===== src/rtl/edu_pkg.sv =====
// edu_pkg: shared constants and types for the PCI Edu register back-end.
// Register offsets, default ID, unmapped read value, decode and FSM enums.
package edu_pkg;

   localparam logic [31:0] EDU_ID_DEFAULT = 32'h010000ED;
   localparam logic [31:0] UNMAPPED_RD    = 32'hFFFFFFFF;

   localparam logic [7:0] OFF_ID         = 8'h00;
   localparam logic [7:0] OFF_LIVE       = 8'h04;
   localparam logic [7:0] OFF_FACT       = 8'h08;
   localparam logic [7:0] OFF_STATUS     = 8'h20;
   localparam logic [7:0] OFF_IRQ_STATUS = 8'h24;
   localparam logic [7:0] OFF_IRQ_RAISE  = 8'h60;
   localparam logic [7:0] OFF_IRQ_ACK    = 8'h64;

   localparam int STATUS_IRQ_EN_BIT = 7;

   typedef enum logic {
      FACT_IDLE,
      FACT_RUN
   } fact_state_e;

   typedef enum logic [2:0] {
      SEL_ID,
      SEL_LIVE,
      SEL_FACT,
      SEL_STATUS,
      SEL_IRQ_STATUS,
      SEL_IRQ_RAISE,
      SEL_IRQ_ACK,
      SEL_NONE
   } reg_sel_e;

endpackage


===== src/rtl/edu_fact.sv =====
// edu_fact: iterative factorial engine, result = n! mod 2^32.
// Ports: clk, rst (sync, active-high), start/n in; busy, done (1-cycle), result out.
module edu_fact
   import edu_pkg::*;
(
   input  logic        clk,
   input  logic        rst,
   input  logic        start,
   input  logic [31:0] n,
   output logic        busy,
   output logic        done,
   output logic [31:0] result
);

   fact_state_e state_q, state_d;
   logic [31:0] acc_q, acc_d;
   logic [31:0] cnt_q, cnt_d;
   logic [31:0] n_q, n_d;
   logic [31:0] fact_q, fact_d;

   always_comb begin
      state_d = state_q;
      acc_d   = acc_q;
      cnt_d   = cnt_q;
      n_d     = n_q;
      fact_d  = fact_q;
      done    = 1'b0;
      unique case (state_q)
         FACT_IDLE: begin
            if (start) begin
               acc_d   = 32'd1;
               cnt_d   = n;
               n_d     = n;
               state_d = FACT_RUN;
            end
         end
         FACT_RUN: begin
            // cnt of 0 or 1 both end the run, so 0! and 1! take one cycle.
            if (cnt_q <= 32'd1) begin
               fact_d  = acc_q;
               done    = 1'b1;
               state_d = FACT_IDLE;
            end else begin
               acc_d = acc_q * cnt_q;
               cnt_d = cnt_q - 32'd1;
            end
         end
         default: state_d = FACT_IDLE;
      endcase
   end

   always_ff @(posedge clk) begin
      if (rst) begin
         state_q <= FACT_IDLE;
         acc_q   <= '0;
         cnt_q   <= '0;
         n_q     <= '0;
         fact_q  <= '0;
      end else begin
         state_q <= state_d;
         acc_q   <= acc_d;
         cnt_q   <= cnt_d;
         n_q     <= n_d;
         fact_q  <= fact_d;
      end
   end

   assign busy   = (state_q == FACT_RUN);
   // While running, the register reads back the operand being computed.
   assign result = busy ? n_q : fact_q;

endmodule


===== src/rtl/edu_regs.sv =====
// edu_regs: BAR0 register file, factorial engine and level irq of PCI Edu.
// Ports: clk, rst (sync, active-high); acc_* access bus in, acc_ready out;
// rd_valid/rd_data read response (1 cycle after accept); irq level out.
// Macro EDU_FACTORIAL_EN enables the factorial engine (edu_fact).
module edu_regs
   import edu_pkg::*;
#(
   parameter logic [31:0] ID_VALUE = EDU_ID_DEFAULT,
   parameter int          ADDR_W   = 8
) (
   input  logic              clk,
   input  logic              rst,
   input  logic              acc_valid,
   output logic              acc_ready,
   input  logic              acc_write,
   input  logic [ADDR_W-1:0] acc_addr,
   input  logic [3:0]        acc_be,
   input  logic [31:0]       acc_wdata,
   output logic              rd_valid,
   output logic [31:0]       rd_data,
   output logic              irq
);

   logic        init_q, init_d;
   logic        ready_q, ready_d;
   logic [31:0] live_q, live_d;
   logic        irq_en_q, irq_en_d;
   logic [31:0] irq_st_q, irq_st_d;
   logic        irq_q, irq_d;
   logic        rd_valid_q, rd_valid_d;
   logic [31:0] rd_data_q, rd_data_d;

   logic              xfer;
   logic              wr_ok;
   logic              rd_ok;
   logic [ADDR_W-1:0] waddr;
   reg_sel_e          sel;
   logic [31:0]       rd_word;

   logic        fact_busy;
   logic        fact_done;
   logic [31:0] fact_result;

   assign xfer  = acc_valid & ready_q;
   assign wr_ok = xfer & acc_write & (acc_be == 4'hF);
   assign rd_ok = xfer & ~acc_write;
   assign waddr = acc_addr & ~ADDR_W'(3);

`ifdef EDU_FACTORIAL_EN
   logic fact_start;

   // Writes landing while busy are dropped; the run in flight continues.
   assign fact_start = wr_ok & (sel == SEL_FACT) & ~fact_busy;

   edu_fact u_fact (
      .clk    (clk),
      .rst    (rst),
      .start  (fact_start),
      .n      (acc_wdata),
      .busy   (fact_busy),
      .done   (fact_done),
      .result (fact_result)
   );
`else
   assign fact_busy   = 1'b0;
   assign fact_done   = 1'b0;
   assign fact_result = 32'd0;
`endif

   always_comb begin
      sel = SEL_NONE;
      unique case (waddr)
         ADDR_W'(OFF_ID):         sel = SEL_ID;
         ADDR_W'(OFF_LIVE):       sel = SEL_LIVE;
         ADDR_W'(OFF_FACT):       sel = SEL_FACT;
         ADDR_W'(OFF_STATUS):     sel = SEL_STATUS;
         ADDR_W'(OFF_IRQ_STATUS): sel = SEL_IRQ_STATUS;
         ADDR_W'(OFF_IRQ_RAISE):  sel = SEL_IRQ_RAISE;
         ADDR_W'(OFF_IRQ_ACK):    sel = SEL_IRQ_ACK;
         default:                 sel = SEL_NONE;
      endcase
   end

   always_comb begin
      rd_word = UNMAPPED_RD;
      unique case (sel)
         SEL_ID:         rd_word = ID_VALUE;
         SEL_LIVE:       rd_word = ~live_q;
         SEL_FACT:       rd_word = fact_result;
         SEL_STATUS:     rd_word = {24'd0, irq_en_q, 6'd0, fact_busy};
         SEL_IRQ_STATUS: rd_word = irq_st_q;
         SEL_IRQ_RAISE:  rd_word = 32'd0;
         SEL_IRQ_ACK:    rd_word = 32'd0;
         default:        rd_word = UNMAPPED_RD;
      endcase
   end

   always_comb begin
      // ready holds off one extra cycle after reset via init_q.
      init_d     = 1'b1;
      ready_d    = init_q;
      live_d     = live_q;
      irq_en_d   = irq_en_q;
      irq_st_d   = irq_st_q;
      rd_valid_d = rd_ok;
      rd_data_d  = rd_ok ? rd_word : rd_data_q;
      irq_d      = |irq_st_q;
      if (wr_ok) begin
         unique case (sel)
            SEL_LIVE:      live_d   = acc_wdata;
            SEL_STATUS:    irq_en_d = acc_wdata[STATUS_IRQ_EN_BIT];
            SEL_IRQ_RAISE: irq_st_d = irq_st_q | acc_wdata;
            SEL_IRQ_ACK:   irq_st_d = irq_st_q & ~acc_wdata;
            default:       ;
         endcase
      end
      // Applied after the ack so a coincident completion keeps bit0 set.
      if (fact_done && irq_en_q) begin
         irq_st_d[0] = 1'b1;
      end
   end

   always_ff @(posedge clk) begin
      if (rst) begin
         init_q     <= 1'b0;
         ready_q    <= 1'b0;
         live_q     <= '0;
         irq_en_q   <= 1'b0;
         irq_st_q   <= '0;
         irq_q      <= 1'b0;
         rd_valid_q <= 1'b0;
         rd_data_q  <= '0;
      end else begin
         init_q     <= init_d;
         ready_q    <= ready_d;
         live_q     <= live_d;
         irq_en_q   <= irq_en_d;
         irq_st_q   <= irq_st_d;
         irq_q      <= irq_d;
         rd_valid_q <= rd_valid_d;
         rd_data_q  <= rd_data_d;
      end
   end

   assign acc_ready = ready_q;
   assign rd_valid  = rd_valid_q;
   assign rd_data   = rd_data_q;
   assign irq       = irq_q;

endmodule


===== config.mk =====
export PLATFORM = sky130hd
export DESIGN_NAME = edu_regs
export DESIGN_NICKNAME = d
export VERILOG_FILES = /design/src/rtl/edu_pkg.sv /design/src/rtl/edu_fact.sv /design/src/rtl/edu_regs.sv
export SDC_FILE = /design/constraint.sdc
export NUM_CORES = 1
export LEC_CHECK = 0
export BUFFER_PORTS_ARGS = -buffer_cell sky130_fd_sc_hd__buf_2
export CELL_PAD_IN_SITES_DETAIL_PLACEMENT = 0
export CELL_PAD_IN_SITES_GLOBAL_PLACEMENT = 1
export CORE_UTILIZATION = 43
export CTS_CLUSTER_DIAMETER = 100
export DETAILED_ROUTE_END_ITERATION = 6
export PLACE_DENSITY_LB_ADDON = 0.12
export SLEW_MARGIN = 20
export SYNTH_ARGS = -nofsm -noshare
export SYNTH_HDL_FRONTEND = slang
export SYNTH_SLANG_ARGS = --single-unit

===== constraint.sdc =====
create_clock -name clk -period 3.4 [get_ports clk]
set_input_delay 0.68 -clock clk [delete_from_list [all_inputs] [get_ports clk]]
set_output_delay 0.68 -clock clk [all_outputs]
set_load 0.03 [all_outputs]

==> results.py <==
metrics = {
    "status": {
        "outcome": "finished clean",
    },
    "place": {
        "dpl.hpwl_um": 6870,
        "io_buffers": 80,
        "place_ws_ns": 0.748,
        "gp_congestion": 0.768,
    },
    "drt": {
        "post-route-drc-count": 0,
        "dr_wl_met3_um": 476,
        "dr.max_layer_used": "met4",
        "route.met2.wl_um": 5320,
        "drt-initial-drc-count": 198,
        "wl_um": 11500,
        "wl_per_cell_um": 17.3,
        "first_pass_iters": 4,
        "wirelength_met1_um": 5610,
        "via_count": 3823,
        "via_per_inst": 5.74,
        "final_antenna_net_count": 0,
    },
    "clocking": {
        "cts.htree.levels": 3,
        "hold_buffers": 0,
        "numCtsBuffers": 9,
        "clockBufferDepth": 2,
        "clk_pin_slew_worst_paths_ns": 0.09,
        "ctsResizeCount": 0,
        "clock_sinks": 101,
        "clock_latency_ns": 0.36,
        "postCtsSetupRepairBufs": 0,
        "cts_tree": "built",
        "cts_root_buf": "clkbuf_8",
    },
    "floorplan": {
        "die_w_um": 99.6,
        "pin_count": 83,
        "coreArea_mm2": 0.00924,
        "initial_core_util": 0.443,
        "fp-row-count": 35,
        "die_h_um": 99.6,
        "dieArea_mm2": 0.00991,
    },
    "worst_hold_path": {
        "hp-class": "reg2reg",
        "min_to": "acc_ready$_SDFF_PP0_",
        "min_from": "init_q$_DFF_P_",
        "whs_path_depth": 1,
    },
    "power_and_ir_drop": {
        "p_leak_nw": 1.65,
        "ir_drop_uv": 204,
        "power_density_mw_per_mm2": 458,
        "total_power_w": 0.00219,
    },
    "setup_path": {
        "max_stage_delay_ns": 0.55,
        "end_kind": "flip-flop",
        "crit_arrival_ns": 2.56,
        "crit_type": "in2reg",
        "worstPathMaxFanout": 52,
        "crit_required_ns": 3.66,
        "startpoint_type": "input pin",
        "reg2reg_slack_ns": 1.48,
        "critPathSlowestCell": "or4b_4",
        "reg2regPathDepth": 5,
        "r2r-start": "acc_ready$_SDFF_PP0_",
        "path_cells": "buf_2 > or4b_4 > nor4_4 > buf_4 > a21oi_1 > a311oi_1",
    },
    "global_route": {
        "antenna_found_initial": 0,
        "grt.total_usage": 0.241,
        "globalRouteOverflowTotal": 0,
        "grt_max_degree": 69,
        "grt_pass1_wl_um": 18600,
        "grt_pass1_vias": 3516,
    },
    "final_layout": {
        "layout_common_cells": "dfxtp_1 (101), buf_2 (80), a21oi_1 (78)",
        "n_antenna_cell": 0,
        "final_util": 0.517,
        "final_common_cell": "dfxtp_1",
        "fin_nets": 581,
        "layout-drive-gt1-share": 0.216,
        "fillCellCount": 911,
        "syn_to_final_growth_pct": 16.7,
    },
    "sta": {
        "period_share": 0.676,
        "finClkSkew_ns": 0.00971,
        "hold_viol_final": 0,
        "holdWs_ns": 0.448,
        "slew_viol_final": 0,
        "max_freq_ghz": 0.435,
        "tightest_slew_ns": 0.955,
        "setup_violations": 0,
        "rsz0062_at_grt": "no",
        "setup_ws_ns": 1.10,
        "tns_ns": 0,
        "fin_crit_ns": 2.30,
        "relSlewSlack": 0.362,
    },
    "synthesis": {
        "syn_area_per_cell_um2": 8.54,
        "synth-seq-cells": 101,
        "yosysSeqAreaShare": 0.494,
        "netlist_instances": 479,
        "ys_warn_count": 0,
        "synth_nets": 527,
        "syn_area_mm2": 0.00409,
        "ys_types": 29,
    },
    "run": {
        "drv_cap": 0,
    },
}
where the power goes:
part	internal (W)	leakage [nW]	total, W	switching, W
sequential	0.00120	0.816	0.00120	0.00000702
clock	0.000411	0.101	0.000832	0.000421
combinational	0.0000453	0.736	0.000153	0.000107
through the flow:
| step | std cells | area, µm² |
|---|---|---|
| after floorplan | 479 | 4090 |
| after global placement | 651 | 4560 |
| after detailed placement | 651 | 4560 |
| after CTS | 666 | 4770 |
| after global routing | 666 | 4770 |
| final | 666 | 4770 |
metal layers:
metal	vias up	track usage
li1	1887	-
met1	1830	0.338
met2	99	0.386
met3	7	0.0323
met4	0	0.0781
met5	-	0
cell usage after synthesis:
cell | number | area [µm²]
nor2_1 | 7 | 26.3
nand4_1 | 3 | 18.8
clkbuf_1 | 42 | 158
or3b_1 | 1 | 8.76
nor4_1 | 8 | 50.1
nor4_4 | 1 | 21.3
nor3_1 | 3 | 15.0
o21ai_0 | 61 | 305
a21oi_1 | 78 | 390
mux2i_1 | 1 | 10.0
buf_2 | 5 | 25.0
a211oi_1 | 7 | 52.6
nand2b_1 | 25 | 156
or4_1 | 1 | 7.51
or4b_4 | 1 | 13.8
nand3_1 | 34 | 170
a311oi_1 | 32 | 280
o21a_1 | 1 | 7.51
nor2b_1 | 1 | 6.26
o21ai_1 | 4 | 20.0
inv_1 | 2 | 7.51
or2_2 | 1 | 6.26
nor3b_2 | 1 | 12.5
nand2_1 | 27 | 101
dfxtp_1 | 101 | 2020
a31oi_1 | 25 | 156
buf_4 | 3 | 22.5
o41ai_1 | 1 | 8.76
and3_1 | 2 | 12.5
cell families (layout without fill, tap and decap cells):
logic type / after synthesis / in the layout / share of synthesized area
buffers and inverters: 52 / 110 / 0.0520
flip-flops: 101 / 101 / 0.494
AND/OR/NAND/NOR: 116 / 116 / 0.153
AO/OA/AOI/OAI: 209 / 209 / 0.298
multiplexers: 1 / 1 / 0.00245
worst max-delay path: cells and delay by family:
| family | cells | cell delay (ns) |
|---|---|---|
| buffers and inverters | 2 | 0.74 |
| and+or+nand+nor | 2 | 0.72 |
| AOI/OAI and AO/OA | 2 | 0.40 |
how the worst max path moves through the flow:
stage | slack (ns) | end | startpoint | cells past startpoint
2_1_floorplan | 1.11 | live_q[2]$_SDFFE_PP0P_ | acc_addr[3] | 6
3_5_place_dp | 0.75 | rd_data[31]$_SDFFE_PP0P_ | acc_addr[2] | 4
3_3_place_gp | 0.80 | flip-flop | acc_addr[5] | 6
5_1_grt | 0.96 | flip-flop | acc_addr[5] | 6
6_report | 1.10 | flip-flop | acc_addr[5] | 6
4_1_cts | 1.12 | flip-flop | acc_addr[5] | 6
layout make-up:
| type | instances | area (µm²) | area share |
|---|---|---|---|
| Clock inverter | 6 | 88.8 | 0.0186 |
| Clock buffer | 9 | 124 | 0.0259 |
| Inverter | 2 | 7.51 | 0.00157 |
| Timing Repair Buffer | 93 | 498 | 0.104 |
| Sequential cell | 101 | 2020 | 0.423 |
| Tap cell | 129 | 161 | 0.0338 |
| Multi-Input combinational cell | 326 | 1870 | 0.392 |
Power figures use the tool's default switching activity.
